==> config.mk <==
export PLATFORM = sky130hd
export DESIGN_NAME = calc_sequencer_flat
export DESIGN_NICKNAME = d
export VERILOG_FILES = /design/src/rtl/calc_pkg.sv /design/src/rtl/calc_sequencer_if.sv /design/src/rtl/calc_blk_fifo.sv /design/src/rtl/calc_sequencer.sv /design/src/flat_wrapper.sv
export SDC_FILE = /design/constraint.sdc
export NUM_CORES = 1
export LEC_CHECK = 0
export ABC_AREA = 1
export BUFFER_PORTS_ARGS = -buffer_cell sky130_fd_sc_hd__buf_2
export CAP_MARGIN = 20
export CORE_MARGIN = 4
export CORE_UTILIZATION = 57
export DETAILED_ROUTE_END_ITERATION = 7
export PLACE_DENSITY = 0.81
export SYNTH_ARGS = -nofsm -noshare
export SYNTH_HDL_FRONTEND = slang
export SYNTH_HIERARCHICAL = 1
export SYNTH_SLANG_ARGS = --single-unit
==> constraint.sdc <==
create_clock -name clk -period 2.7 [get_ports clk]
set_clock_uncertainty 0.05 [all_clocks]
set_input_delay 0.81 -clock clk [delete_from_list [all_inputs] [get_ports clk]]
set_output_delay 0.81 -clock clk [all_outputs]
set_load 0.05 [all_outputs]
==> src/rtl/calc_pkg.sv <==
// Shared types and constants for the placement calculator and its sequencer.
// Tile/rotation widths, FSM state encoding and the calc "no position" code.
package calc_pkg;
  localparam int TILE_W   = 4;
  localparam int ROT_W    = 2;
  localparam int COL_W    = 4;
  localparam int COLS_DEF = 10;

  localparam logic [COL_W-1:0] NO_PROPER_POS = 4'd11;

  typedef logic [TILE_W-1:0] tile_t;
  typedef logic [ROT_W-1:0]  rot_t;
  typedef logic [COL_W-1:0]  col_t;

  typedef enum logic [1:0] {
    ST_IDLE    = 2'd0,
    ST_ISSUE   = 2'd1,
    ST_PRESENT = 2'd2
  } seq_state_e;

  typedef struct packed {
    tile_t block;
    col_t  col;
    rot_t  rot;
    logic  fallback;
  } placement_t;

  // The calc's "no position" code is never a usable column, whatever the board width.
  function automatic logic col_in_range(input col_t col, input int cols);
    return (col != NO_PROPER_POS) && (int'({1'b0, col}) < cols);
  endfunction
endpackage

==> src/rtl/calc_sequencer_if.sv <==
// Bundle of the tile input, calc req/resp and placement output handshakes.
// slave = the sequencer side, master = the surrounding environment.
interface calc_sequencer_if;
  import calc_pkg::*;

  logic       blk_valid;
  tile_t      blk_in;
  logic       blk_ready;

  logic       req_to_client;
  tile_t      cur_block;
  logic       resp_from_client;
  col_t       opt_col;
  rot_t       opt_rotation;

  logic       place_valid;
  tile_t      place_block;
  col_t       place_col;
  rot_t       place_rotation;
  logic       place_fallback;
  logic       place_ready;

  logic       busy;
  logic [7:0] timeout_cnt;

  modport slave (
    input  blk_valid, blk_in, resp_from_client, opt_col, opt_rotation, place_ready,
    output blk_ready, req_to_client, cur_block, place_valid, place_block,
           place_col, place_rotation, place_fallback, busy, timeout_cnt
  );

  modport master (
    output blk_valid, blk_in, resp_from_client, opt_col, opt_rotation, place_ready,
    input  blk_ready, req_to_client, cur_block, place_valid, place_block,
           place_col, place_rotation, place_fallback, busy, timeout_cnt
  );
endinterface

==> src/rtl/calc_blk_fifo.sv <==
// Small synchronous tile FIFO; head is visible on dout while not empty.
// Pushes on full and pops on empty are dropped internally.
module calc_blk_fifo #(
  parameter int DEPTH = 4,
  parameter int W     = 4,
  localparam int AW   = (DEPTH > 1) ? $clog2(DEPTH) : 1
) (
  input  logic         clk,
  input  logic         rst_n,
  input  logic         push,
  input  logic         pop,
  input  logic [W-1:0] din,
  output logic [W-1:0] dout,
  output logic         full,
  output logic         empty,
  output logic [AW:0]  count
);
  logic [AW-1:0] wr_ptr_q, wr_ptr_d;
  logic [AW-1:0] rd_ptr_q, rd_ptr_d;
  logic [AW:0]   count_q, count_d;
  logic          push_en;
  logic          pop_en;
  logic [DEPTH-1:0][W-1:0] mem_vec;

  assign full    = (count_q == (AW+1)'(DEPTH));
  assign empty   = (count_q == '0);
  assign count   = count_q;
  assign push_en = push & ~full;
  assign pop_en  = pop & ~empty;
  assign dout    = mem_vec[rd_ptr_q];

  genvar gi;
  for (gi = 0; gi < DEPTH; gi++) begin : g_ent
    logic [W-1:0] ent_q, ent_d;

    always_comb begin
      ent_d = ent_q;
      if (push_en && (wr_ptr_q == AW'(gi))) begin
        ent_d = din;
      end
    end

    always_ff @(posedge clk or negedge rst_n) begin
      if (!rst_n) begin
        ent_q <= '0;
      end else begin
        ent_q <= ent_d;
      end
    end

    assign mem_vec[gi] = ent_q;
  end

  // DEPTH is a power of two, so the pointers wrap by plain overflow.
  always_comb begin
    wr_ptr_d = wr_ptr_q;
    rd_ptr_d = rd_ptr_q;
    count_d  = count_q;
    if (push_en) begin
      wr_ptr_d = wr_ptr_q + AW'(1);
    end
    if (pop_en) begin
      rd_ptr_d = rd_ptr_q + AW'(1);
    end
    case ({push_en, pop_en})
      2'b10:   count_d = count_q + (AW+1)'(1);
      2'b01:   count_d = count_q - (AW+1)'(1);
      default: count_d = count_q;
    endcase
  end

  always_ff @(posedge clk or negedge rst_n) begin
    if (!rst_n) begin
      wr_ptr_q <= '0;
      rd_ptr_q <= '0;
      count_q  <= '0;
    end else begin
      wr_ptr_q <= wr_ptr_d;
      rd_ptr_q <= rd_ptr_d;
      count_q  <= count_d;
    end
  end
endmodule

==> src/rtl/calc_sequencer.sv <==
// Queues tiles, runs one calc request per tile with a timeout and column range
// guard, and offers the resulting placement on a valid/ready output.
module calc_sequencer
  import calc_pkg::*;
#(
  parameter int FIFO_DEPTH  = 4,
  parameter int TIMEOUT_CYC = 16,
  parameter int COLS        = COLS_DEF
) (
  input  logic clk,
  input  logic rst_n,
  calc_sequencer_if.slave bus
);
  localparam int CW     = ((FIFO_DEPTH > 1) ? $clog2(FIFO_DEPTH) : 1) + 1;
  localparam int WAIT_W = (TIMEOUT_CYC > 1) ? $clog2(TIMEOUT_CYC) : 1;
  localparam logic [WAIT_W-1:0] WAIT_LAST = WAIT_W'(TIMEOUT_CYC - 1);

  seq_state_e        state_q, state_d;
  logic [WAIT_W-1:0] wait_q, wait_d;
  logic              req_q, req_d;
  tile_t             cur_block_q, cur_block_d;
  placement_t        place_q, place_d;
  logic              place_valid_q, place_valid_d;
  logic [7:0]        timeout_cnt_q, timeout_cnt_d;

  logic              pop_fire;
  tile_t             fifo_dout;
  logic              fifo_full;
  logic              fifo_empty;
  logic [CW-1:0]     fifo_count;

  calc_blk_fifo #(
    .DEPTH (FIFO_DEPTH),
    .W     (TILE_W)
  ) u_fifo (
    .clk   (clk),
    .rst_n (rst_n),
    .push  (bus.blk_valid),
    .pop   (pop_fire),
    .din   (bus.blk_in),
    .dout  (fifo_dout),
    .full  (fifo_full),
    .empty (fifo_empty),
    .count (fifo_count)
  );

  always_comb begin
    state_d       = state_q;
    wait_d        = wait_q;
    req_d         = req_q;
    cur_block_d   = cur_block_q;
    place_d       = place_q;
    place_valid_d = place_valid_q;
    timeout_cnt_d = timeout_cnt_q;
    pop_fire      = 1'b0;

    case (state_q)
      ST_IDLE: begin
        // A response still high from the previous request must not be taken as the next one.
        if (!fifo_empty && !bus.resp_from_client) begin
          state_d     = ST_ISSUE;
          pop_fire    = 1'b1;
          cur_block_d = fifo_dout;
          req_d       = 1'b1;
          wait_d      = '0;
        end
      end

      ST_ISSUE: begin
        if (bus.resp_from_client) begin
          state_d        = ST_PRESENT;
          req_d          = 1'b0;
          place_valid_d  = 1'b1;
          place_d.block  = cur_block_q;
          if (col_in_range(bus.opt_col, COLS)) begin
            place_d.col      = bus.opt_col;
            place_d.rot      = bus.opt_rotation;
            place_d.fallback = 1'b0;
          end else begin
            place_d.col      = '0;
            place_d.rot      = '0;
            place_d.fallback = 1'b1;
          end
        end else if (wait_q == WAIT_LAST) begin
          state_d          = ST_PRESENT;
          req_d            = 1'b0;
          place_valid_d    = 1'b1;
          place_d.block    = cur_block_q;
          place_d.col      = '0;
          place_d.rot      = '0;
          place_d.fallback = 1'b1;
          if (timeout_cnt_q != 8'hFF) begin
            timeout_cnt_d = timeout_cnt_q + 8'd1;
          end
        end else begin
          wait_d = wait_q + WAIT_W'(1);
        end
      end

      ST_PRESENT: begin
        if (bus.place_ready) begin
          state_d       = ST_IDLE;
          place_valid_d = 1'b0;
        end
      end

      default: begin
        state_d = ST_IDLE;
      end
    endcase
  end

  always_ff @(posedge clk or negedge rst_n) begin
    if (!rst_n) begin
      state_q       <= ST_IDLE;
      wait_q        <= '0;
      req_q         <= 1'b0;
      cur_block_q   <= '0;
      place_q       <= '0;
      place_valid_q <= 1'b0;
      timeout_cnt_q <= '0;
    end else begin
      state_q       <= state_d;
      wait_q        <= wait_d;
      req_q         <= req_d;
      cur_block_q   <= cur_block_d;
      place_q       <= place_d;
      place_valid_q <= place_valid_d;
      timeout_cnt_q <= timeout_cnt_d;
    end
  end

  assign bus.blk_ready      = ~fifo_full;
  assign bus.busy           = (state_q != ST_IDLE) || (fifo_count != '0);
  assign bus.req_to_client  = req_q;
  assign bus.cur_block      = cur_block_q;
  assign bus.place_valid    = place_valid_q;
  assign bus.place_block    = place_q.block;
  assign bus.place_col      = place_q.col;
  assign bus.place_rotation = place_q.rot;
  assign bus.place_fallback = place_q.fallback;
  assign bus.timeout_cnt    = timeout_cnt_q;
endmodule
==> src/flat_wrapper.sv <==
// flat-port wrapper written by rule: the top's interface ports become plain ports
module calc_sequencer_flat import calc_pkg::*;
#(
  parameter int FIFO_DEPTH  = 4,
  parameter int TIMEOUT_CYC = 16,
  parameter int COLS        = COLS_DEF
)
  (clk, rst_n, bus_blk_valid, bus_blk_in, bus_resp_from_client, bus_opt_col, bus_opt_rotation, bus_place_ready, bus_blk_ready, bus_req_to_client, bus_cur_block, bus_place_valid, bus_place_block, bus_place_col, bus_place_rotation, bus_place_fallback, bus_busy, bus_timeout_cnt);
  calc_sequencer_if bus_i ();
  input  logic clk;
  input  logic rst_n;
  input wire logic [$bits(bus_i.blk_valid)-1:0] bus_blk_valid;
  input wire logic [$bits(bus_i.blk_in)-1:0] bus_blk_in;
  input wire logic [$bits(bus_i.resp_from_client)-1:0] bus_resp_from_client;
  input wire logic [$bits(bus_i.opt_col)-1:0] bus_opt_col;
  input wire logic [$bits(bus_i.opt_rotation)-1:0] bus_opt_rotation;
  input wire logic [$bits(bus_i.place_ready)-1:0] bus_place_ready;
  output wire logic [$bits(bus_i.blk_ready)-1:0] bus_blk_ready;
  output wire logic [$bits(bus_i.req_to_client)-1:0] bus_req_to_client;
  output wire logic [$bits(bus_i.cur_block)-1:0] bus_cur_block;
  output wire logic [$bits(bus_i.place_valid)-1:0] bus_place_valid;
  output wire logic [$bits(bus_i.place_block)-1:0] bus_place_block;
  output wire logic [$bits(bus_i.place_col)-1:0] bus_place_col;
  output wire logic [$bits(bus_i.place_rotation)-1:0] bus_place_rotation;
  output wire logic [$bits(bus_i.place_fallback)-1:0] bus_place_fallback;
  output wire logic [$bits(bus_i.busy)-1:0] bus_busy;
  output wire logic [$bits(bus_i.timeout_cnt)-1:0] bus_timeout_cnt;
  assign bus_i.blk_valid = bus_blk_valid;
  assign bus_i.blk_in = bus_blk_in;
  assign bus_i.resp_from_client = bus_resp_from_client;
  assign bus_i.opt_col = bus_opt_col;
  assign bus_i.opt_rotation = bus_opt_rotation;
  assign bus_i.place_ready = bus_place_ready;
  assign bus_blk_ready = bus_i.blk_ready;
  assign bus_req_to_client = bus_i.req_to_client;
  assign bus_cur_block = bus_i.cur_block;
  assign bus_place_valid = bus_i.place_valid;
  assign bus_place_block = bus_i.place_block;
  assign bus_place_col = bus_i.place_col;
  assign bus_place_rotation = bus_i.place_rotation;
  assign bus_place_fallback = bus_i.place_fallback;
  assign bus_busy = bus_i.busy;
  assign bus_timeout_cnt = bus_i.timeout_cnt;
  calc_sequencer #(.FIFO_DEPTH(FIFO_DEPTH), .TIMEOUT_CYC(TIMEOUT_CYC), .COLS(COLS)) u_core (.clk(clk), .rst_n(rst_n), .bus(bus_i));
endmodule
==> flow_metrics.tcl <==
set metrics [dict create \
    cp_data_arrival_time_ns 1.42 \
    dp_hpwl_mm 4.24 \
    finalWorstSetupSlack_ns 0.425 \
    irDropWorstVdd_mv 0.544 \
    hold_slack_ns 0.428 \
    reg2reg_from "u_core/u_fifo/count[2]" \
    gp_congestion 0.803 \
    max_freq_ghz 0.440 \
    syn_inst 347 \
    fin_nets 414 \
    placed_area_sq_mm 0.00311 \
    dieHeight_microns 78.9 \
    detail_route.vias_per_cell 5.12 \
    crit_top_cell "inv_1" \
    post-route-min-period_ns 2.28 \
    drive_gt1_share_pct 22.5 \
    ys_warn_count 6 \
    cts_buffer_depth 2 \
    ios 42 \
    ys_seq_elements 54 \
    p_leak_nw 1.75 \
    holdBufCountCts 0 \
    setup_violations 0 \
    worst_pin_slew_ns 0.575 \
    diodes 0 \
    ys_seq_area_share_pct 47.2 \
    cts_tree "done" \
    grt_max_degree 31 \
    synth_flop_cell "dfrtp_1" \
    grt_overflow 0 \
    max_slew_margin_pct 61.6 \
    ys_top_cells_by_area "dfrtp_1 (47%), nand2_1 (15%), nand2_2 (5.2%)" \
    power_w 0.00329 \
    required_ns 1.84 \
    pwr-share-clk_pct 13.0 \
    setup_tns_ns 0 \
    cts_buffers 5 \
    root_buffer "clkbuf_8" \
    fin_area_sq_mm 0.00319 \
    final_max_slew_viol_count 0 \
    startpoint_type "flop" \
    drt_iter0_markers 119 \
    antenna_found_initial 0 \
    min_path_cells 2 \
    portBuffers 41 \
    ys_top_cells_by_count "nand2_1 (118), dfrtp_1 (54), nand3_1 (30), inv_1 (26), nand2_2 (24)" \
    status "finished, final reports clean" \
    cts_setup_buffers 0 \
    grt_pass1_vias 2198 \
    path_clk_slew_ns 0.09 \
    r2r_cells 15 \
    wl_mm 5.67 \
    p_switching_w 0.00156 \
    hold_path_end "u_core/u_fifo/g_ent[3].ent_q[1]" \
    core.rowCount 25 \
    clkLatencyLatePin_ns 0.31 \
    hp-start "u_core/u_fifo/g_ent[3].ent_q[1]" \
    core-area_sq_mm 0.00479 \
    regToRegEndpoint "u_core/u_fifo/count[2]" \
    wl_per_cell_microns 12.4 \
    crit_path_max_fanout 24 \
    synth_most_common_cell "nand2_1" \
    cap_violations 0 \
    die_area_sq_mm 0.00622 \
    finalHoldViolations 0 \
    power.internal_w 0.00173 \
    yosys.area.top_type "dfrtp_1" \
    netlist.area_leader.share_pct 47.2 \
    pwr-share-seq_pct 40.5 \
    grt_pass1_wl_mm 9.77 \
    htreeDepth 2 \
    hold_class "reg -> reg" \
    critPathSlowestCell "dfrtp_1" \
    worst_setup_path_end_kind "primary output" \
    clock_sinks 54 \
    vias 2347 \
    swShare_pct 47.4 \
    dr.pass1.iters 4 \
    synth_nets 370 \
    rsz0062_at_grt "false" \
    remaining_drc_errors 0 \
    min_period_over_period_pct 84.3 \
    initial_core_util_pct 59.8 \
    ctsResizeCount 0 \
    async_flop_share_pct 100 \
    cp.buffers_inverters 3 \
    track_usage_pct 19.4 \
    syn_area_sq_mm 0.00286 \
    crit_type "reg -> out" \
    powerDensity_mw_per_mm2 1030 \
    ant_nets 0 \
    combPwrFrac_pct 46.5 \
    synth.distinct_cells 28 \
    slowest_delay_ns 0.44 \
    place_ws_ns 0.199 \
    postSynthAreaPerCell_sq_um 8.25 \
    r2r_slack_ns 0.51 \
    path_cells "nor2_4 > nand2_4 > inv_1 > inv_1 > buf_2" \
    die_w_microns 78.9 \
    critical-path-top-delay-family "flip-flops" \
    area_growth_pct 11.5 \
    synth_edf_count 0 \
]
## registers in the layout, summed over array words and instances, names as in the netlist
name                       flops
u_core/bus.req_to_client       1
u_core/bus.place_col           4
u_core/state_q                 2
u_core/wait_q                  4
u_core/u_fifo/wr_ptr_q         2
u_core/bus.place_valid         1
u_core/bus.cur_block           4
u_core/u_fifo/count            3
u_core/bus.place_block         4
u_core/bus.place_fallback      1
u_core/u_fifo/rd_ptr_q         2
u_core/bus.place_rotation      2
u_core/u_fifo/g_ent.ent_q     16
u_core/bus.timeout_cnt         8
## power by group through the flow
stage	sequential, W	clock [W]	combinational (W)
final	0.00133	0.000428	0.00153
after global routing	0.00137	0.000472	0.00171
after CTS	0.00133	0.000443	0.00155
after detailed placement	0.00135	0	0.00155
after global placement	0.00133	0	0.00149
after floorplan	0.00161	0	0.000956
## per-stage QoR
stage          utilization (%)  instances
2_1_floorplan                -        347
3_3_place_gp              65.0        451
3_5_place_dp              65.0        451
4_1_cts                   66.7        458
5_1_grt                   66.7        458
6_report                  66.7        458
## worst max-delay path by stage
stage	startpoint	to	cells after the start
2_1_floorplan	bus_resp_from_client	u_core/u_fifo/count[2]	13
3_3_place_gp	bus_resp_from_client	u_core/u_fifo/count[2]	13
3_5_place_dp	bus_resp_from_client	u_core/u_fifo/count[2]	13
4_1_cts	u_core/u_fifo/count[1]	bus_blk_ready	5
5_1_grt	u_core/u_fifo/count[1]	bus_blk_ready	5
6_report	u_core/u_fifo/count[1]	bus_blk_ready	5
## routing by layer
| metal | part of all wire, % | vias up | GRT usage (%) |
|---|---|---|---|
| li1 | - | 1197 | - |
| met1 | 47 | 1103 | 25.8 |
| met2 | 47 | 41 | 32.6 |
| met3 | 4.4 | 6 | 3.29 |
| met4 | 1.3 | 0 | 6.19 |
| met5 | 0 | - | 0 |
## worst register-to-register path: cells and delay by family (launching register included)
family / cells / cell delay (ns)
AND/OR/NAND/NOR: 7 / 0.60
buffers and inverters: 6 / 0.45
flip-flops: 1 / 0.44
adder cells (fa/ha/maj): 2 / 0.56
## cell families after synthesis
group	Yosys count	share of synthesized area, %
compound gates	19	3.50
fa+ha+maj	8	3.76
xor+xnor	4	1.22
flops	54	47.2
buf+inv	36	6.51
simple gates	226	37.8
## placed cells by master, fill, tap and decap left out
master	count
nand2_1	118
dfrtp_1	54
buf_2	41
nand3_1	30
inv_1	26
nand2_2	24
nor2_1	22
nand4_1	18
o21ai_0	14
ha_1	7
clkbuf_8	5
nor2_4	4
nand2_4	4
xnor2_1	3
buf_4	3
nor3_1	2
inv_2	2
o21ai_1	2
clkinvlp_4	1
clkbuf_1	1
nand3b_1	1
nor2_2	1
xor2_1	1
o31ai_1	1
a21oi_1	1
a21boi_0	1
buf_12	1
nand2_8	1
nand3_2	1
fa_1	1
## area by class of cell
type / instances / area [sq um]
timing repair buffer: 45 / 248
sequential: 54 / 1350
clock inverter: 1 / 7.51
tap: 67 / 83.8
inverter: 28 / 105
clock buffer: 6 / 72.6
fill: 431 / 1590
multi-input combinational: 257 / 1330
(Power assumes the default switching activity.)
